### config.mk
export PLATFORM = sky130hd
export DESIGN_NAME = microwave_ctrl
export DESIGN_NICKNAME = d
export VERILOG_FILES = /design/src/rtl/microwave_ctrl.sv
export SDC_FILE = /design/constraint.sdc
export NUM_CORES = 1
export LEC_CHECK = 0
export CORE_MARGIN = 1.5
export CORE_UTILIZATION = 50
export CTS_CLUSTER_DIAMETER = 120
export DETAILED_ROUTE_END_ITERATION = 10
export PLACE_DENSITY = 0.77
export SLEW_MARGIN = 15
export SYNTH_ARGS = -nofsm -noshare
export SYNTH_HDL_FRONTEND = slang
export SYNTH_SLANG_ARGS = --single-unit
export TNS_END_PERCENT = 30
### constraint.sdc
create_clock -name clock -period 2 [get_ports clock]
set_input_delay 0.3 -clock clock [delete_from_list [all_inputs] [get_ports clock]]
set_output_delay 0.3 -clock clock [all_outputs]
set_load 0.02 [all_outputs]
### src/rtl/microwave_ctrl.sv
// Cook-timer sequencer: keypad digit entry, start/stop/door handling, timer pin control
// and completion beep. Every output is driven from a register.
module microwave_ctrl #(
   parameter int unsigned DONE_CYCLES = 200,
   parameter int unsigned MAX_DIGITS  = 3
) (
   input  logic       clock,
   input  logic       clearn,
   input  logic       key_valid,
   input  logic [3:0] key_digit,
   input  logic       key_start,
   input  logic       key_stop,
   input  logic       door_closed,
   input  logic       timer_zero,
   output logic [3:0] timer_data,
   output logic       timer_loadn,
   output logic       timer_en,
   output logic       timer_clearn,
   output logic       mag_on,
   output logic       beep,
   output logic [2:0] state
);

   localparam int unsigned CW = $clog2(MAX_DIGITS + 1);
   localparam int unsigned BW = (DONE_CYCLES > 1) ? $clog2(DONE_CYCLES) : 1;

   typedef enum logic [2:0] {
      IDLE   = 3'd0,
      ENTRY  = 3'd1,
      COOK   = 3'd2,
      PAUSED = 3'd3,
      DONE   = 3'd4
   } state_t;

   state_t          cur_state, nxt_state;
   logic [CW-1:0]   count, nxt_count;
   logic [BW-1:0]   beep_cnt, nxt_beep_cnt;
   logic [3:0]      nxt_data;
   logic            nxt_loadn, nxt_en, nxt_clearn, nxt_mag, nxt_beep;
   logic            digit_ok, start_ok;

   assign state = cur_state;

   // start and stop both mask a digit arriving on the same edge
   assign digit_ok = key_valid && (key_digit <= 4'd9) && (count < CW'(MAX_DIGITS))
                     && !key_start && !key_stop;
   assign start_ok = key_start && door_closed && !timer_zero;

   always_comb begin
      nxt_state    = cur_state;
      nxt_count    = count;
      nxt_beep_cnt = beep_cnt;
      nxt_data     = timer_data;
      nxt_loadn    = 1'b1;
      nxt_clearn   = 1'b1;
      nxt_en       = timer_en;
      nxt_mag      = mag_on;
      nxt_beep     = beep;
      case (cur_state)
         IDLE: begin
            if (digit_ok) begin
               nxt_data  = key_digit;
               nxt_loadn = 1'b0;
               nxt_count = count + CW'(1);
               nxt_state = ENTRY;
            end
         end
         ENTRY: begin
            if (key_stop) begin
               nxt_state  = IDLE;
               nxt_clearn = 1'b0;
               nxt_count  = '0;
            end else if (start_ok) begin
               nxt_state = COOK;
               nxt_en    = 1'b1;
               nxt_mag   = 1'b1;
            end else if (digit_ok) begin
               nxt_data  = key_digit;
               nxt_loadn = 1'b0;
               nxt_count = count + CW'(1);
            end
         end
         COOK: begin
            if (timer_zero) begin
               nxt_state    = DONE;
               nxt_en       = 1'b0;
               nxt_mag      = 1'b0;
               nxt_beep     = 1'b1;
               nxt_beep_cnt = BW'(DONE_CYCLES - 1);
            end else if (!door_closed || key_stop) begin
               nxt_state = PAUSED;
               nxt_en    = 1'b0;
               nxt_mag   = 1'b0;
            end
         end
         PAUSED: begin
            if (key_stop) begin
               nxt_state  = IDLE;
               nxt_clearn = 1'b0;
               nxt_count  = '0;
            end else if (start_ok) begin
               nxt_state = COOK;
               nxt_en    = 1'b1;
               nxt_mag   = 1'b1;
            end
         end
         DONE: begin
            if (key_stop || (beep_cnt == '0)) begin
               nxt_state  = IDLE;
               nxt_beep   = 1'b0;
               nxt_clearn = 1'b0;
               nxt_count  = '0;
            end else begin
               nxt_beep_cnt = beep_cnt - BW'(1);
            end
         end
         default: nxt_state = IDLE;
      endcase
   end

   always_ff @(posedge clock or negedge clearn) begin
      if (!clearn) begin
         cur_state    <= IDLE;
         count        <= '0;
         beep_cnt     <= '0;
         timer_data   <= '0;
         timer_loadn  <= 1'b1;
         timer_en     <= 1'b0;
         timer_clearn <= 1'b0;
         mag_on       <= 1'b0;
         beep         <= 1'b0;
      end else begin
         cur_state    <= nxt_state;
         count        <= nxt_count;
         beep_cnt     <= nxt_beep_cnt;
         timer_data   <= nxt_data;
         timer_loadn  <= nxt_loadn;
         timer_en     <= nxt_en;
         timer_clearn <= nxt_clearn;
         mag_on       <= nxt_mag;
         beep         <= nxt_beep;
      end
   end

endmodule

==> impl_results.md <==
* Number of enable flip-flop cells after synthesis at 0
* Most common library cells after synthesis: sky130_fd_sc_hd__dfrtp_1, sky130_fd_sc_hd__nand2_1, sky130_fd_sc_hd__a21oi_1
* Part of the power in the clock network at 13.9%
* Number of placement rows at 17
* Upper clock frequency limit at 529 MHz
* Total area of sequential cells at 527 µm²
* Count of hold-fix buffers inserted at cts at 0
* # Max-Cap Violations at 0
* Number of pins exceeding their max-slew limit in the final report at 0
* Violation count after the first detailed-routing iteration at 12
* Type of element capturing the critical path: flip-flop
* Transition time at the pin with the least slew margin at 0.366 ns
* Kind of launch point of the worst setup path: flip-flop
* Largest area contributor in the netlist: sky130_fd_sc_hd__dfrtp_1
* Count of yosys warnings during synthesis at 0
* Initial Util at 52.8%
* Clock-pin transition on the worst setup and hold timing paths at 0.12 ns
* Top FF cell, synth: sky130_fd_sc_hd__dfrtp_1
* Deepest clock path buffer count at 2
* Net switching fraction of the power at 36.6%
* FF-to-FF Start: beep_cnt[1]
* Count of placed standard cells including taps at 165
* Maximum VDD drop at 0.000674 V
* Die outline width at 51.1 µm
* Register share of total power at 44.6%
* Cell area after technology mapping at 0.00116 mm²
* Number of remaining DRC errors at 0
* Worst EP required at 2.20 ns
* Root Buffer Master: sky130_fd_sc_hd__clkbuf_4
* #FFs+latches synth at 21
* Number of distinct library cell variants in the gate-level netlist after synthesis at 40
* Number of antenna-violating nets in the routed design at 0
* Data arrival time of the critical path at 2.08 ns
* Initial antenna violation count at 0
* Type of the tightest min-delay check: input pin to async pin
* Total area of multi-input combinational cells at 583 µm²
* Number of fill cells at 168
* Async set-or-reset flop fraction in the synthesized netlist at 100%
* Post-CTS repair timing setup buffer count at 0
* Syn nets at 123
* Floorplan Core Area at 0.00219 mm²
* RSZ-0062 raised after global routing: no
* Count of pins on the block boundary at 23
* Port Buf Inserts at 22
* Final count of negative-setup-slack endpoints at 0
* Portion of total power attributed to combinational logic at 41.6%
* Post-synthesis cell count at 109
* Area growth, synth to finish at 30.1%
* Worst setup startpoint: beep_cnt[1]
* CTS H-Tree Depth at 1
* Die footprint at 0.00261 mm²
* Largest net degree at the start of global routing at 22
* Clock latency on the worst-skew pair at 0.31 ns
* Power density over cell area at 993 mW/mm²
* DP Wirelength at 1810 µm
* Leading cell type by number of instances after synthesis: sky130_fd_sc_hd__dfrtp_1
* Total global routing track utilization at 21.1%
* Number of standard cells in the final layout excluding fillers at 169
* Cells taking the most area after synthesis: sky130_fd_sc_hd__dfrtp_1, sky130_fd_sc_hd__nor4b_4, sky130_fd_sc_hd__mux2_2
* Post-Syn Area per Cell at 10.6 µm²
* Result of the run: complete, no violations
* Final critical delay including setup and external delays at 1.89 ns
* Final critical-path share of the clock period at 94.4%
* Register-to-register path setup slack at 0.11 ns
* Final hold viol count at 0
* TritonRoute pass-1 iters at 4
* Int Power at 0.948 mW
* Number of global-route vias before repair at 933
* Wire length after detailed routing at 2440 µm
* Number of buffers added by the clock tree synthesis step at 3
* Post-synth top area share at 43.2%
* Via total after detailed routing at 921
* Largest driver fanout on the critical path at 4
* Nets at 156
* Leakage power of the design at 0.665 nW
* Worst slew margin at 75.6%
* PnR Total Power at 1.49 mW
* Share of cells above drive strength 1 at 24.8%
* Clock Skews at 0.00246 ns
* Overall die height at 51.1 µm
* Number of antenna cells inserted at 0
* Total net switching power at 0.547 mW
* Via density at 5.45
* Average wire per standard cell at 14.4 µm
* Global-route wire length before repair at 4030 µm
* Overflow after GRT at 0
* Final Wtd Congestion at 0.842
* Crit Path Class: flip-flop to flip-flop
* TritonCTS clock tree: yes
* Seq/Total Area, Yosys at 45.5%
* CTS sink count at 21
==> worst paths after layout <==
path / cells after the start / end
max: 6 / beep_cnt[7]
min: 2 / timer_clearn
max reg2reg: 6 / beep_cnt[7]
min reg2reg: 1 / beep_cnt[0]
max in group asynchronous: 2 / timer_loadn
min in group clock: 1 / beep_cnt[0]
==> final cells by class <==
type                            instances  area share [%]
Sequential cell                        21            35.0
Clock buffer                            3            1.50
Timing Repair Buffer                   34            20.6
Inverter                                6            1.50
Clock inverter                          1           0.333
Multi-Input combinational cell         76            38.7
Tap cell                               28            2.33
==> cell usage in the layout (no fill, tap or decap), types with 2 or more instances in the layout <==
cell / count
sky130_fd_sc_hd__or4_1: 3
sky130_fd_sc_hd__or3_1: 2
sky130_fd_sc_hd__clkbuf_4: 3
sky130_fd_sc_hd__a21oi_1: 7
sky130_fd_sc_hd__mux2_2: 4
sky130_fd_sc_hd__nand3b_1: 3
sky130_fd_sc_hd__nand2_1: 11
sky130_fd_sc_hd__nor3_1: 2
sky130_fd_sc_hd__nor2_1: 5
sky130_fd_sc_hd__buf_4: 12
sky130_fd_sc_hd__ha_1: 3
sky130_fd_sc_hd__clkdlybuf4s50_1: 22
sky130_fd_sc_hd__inv_1: 5
sky130_fd_sc_hd__or2_2: 2
sky130_fd_sc_hd__dfrtp_1: 20
sky130_fd_sc_hd__o21ai_0: 4
sky130_fd_sc_hd__o31ai_1: 2
sky130_fd_sc_hd__mux2i_1: 3
sky130_fd_sc_hd__o211ai_1: 3
sky130_fd_sc_hd__nor4b_4: 2
sky130_fd_sc_hd__a31oi_1: 2
==> power by group through the flow <==
stage	sequential [mW]	combinational [mW]	clock, mW
after floorplan	0.706	0.324	0
after global placement	0.660	0.586	0
after detailed placement	0.666	0.604	0
after CTS	0.661	0.605	0.215
after global routing	0.687	0.687	0.236
final	0.666	0.621	0.207
==> cell families (layout without fill, tap and decap cells) <==
kind of cell    Yosys count  in the layout  share of synthesized area [%]
compound gates           22             22                           13.0
xor+xnor                  2              2                           1.51
fa+ha+maj                 3              3                           3.24
buf+inv                  12             44                           5.73
flops                    21             21                           45.5
mux                       7              7                           6.49
simple gates             42             42                           24.5
==> what timing repair did <==
action	CTS	global route
resized for setup	0	4
endpoints found under the hold margin	0	0
setup endpoints to repair	0	2
==> metrics by stage <==
step	setup TNS [ns]	util [%]	area, µm²	hold slack [ns]	worst slack [ns]
floorplan	0	-	1160	0.00441	0.171
CTS	0	67.8	1490	0.330	0.0366
finish	0	68.7	1510	0.324	0.111
global placement	-0.634	66.6	1460	0.461	-0.125
global route	0	68.7	1510	0.328	0.0146
detailed placement	-1.24	66.6	1460	0.465	-0.204
==> state kept, by name, indices dropped and copies added (netlist names) <==
register / flops
count: 2
timer_loadn: 1
state: 3
timer_clearn: 1
mag_on: 1
timer_data: 4
beep: 1
beep_cnt: 8
==> critical path, cell delays in order (launching register included) <==
cell,delay (ns)
sky130_fd_sc_hd__dfrtp_1,0.40
sky130_fd_sc_hd__inv_1,0.12
sky130_fd_sc_hd__ha_1,0.19
sky130_fd_sc_hd__or3b_4,0.41
sky130_fd_sc_hd__o2111ai_4,0.23
sky130_fd_sc_hd__nor3_1,0.07
sky130_fd_sc_hd__or3b_1,0.35
==> per-layer routing <==
metal,part of all wire (%),track usage [%],vias up
li1,-,-,456
met1,45,25.8,439
met2,50,36.8,24
met3,3.9,4.68,2
met4,0.78,6.76,0
met5,0,0,-
Power figures use the tool's default switching activity.
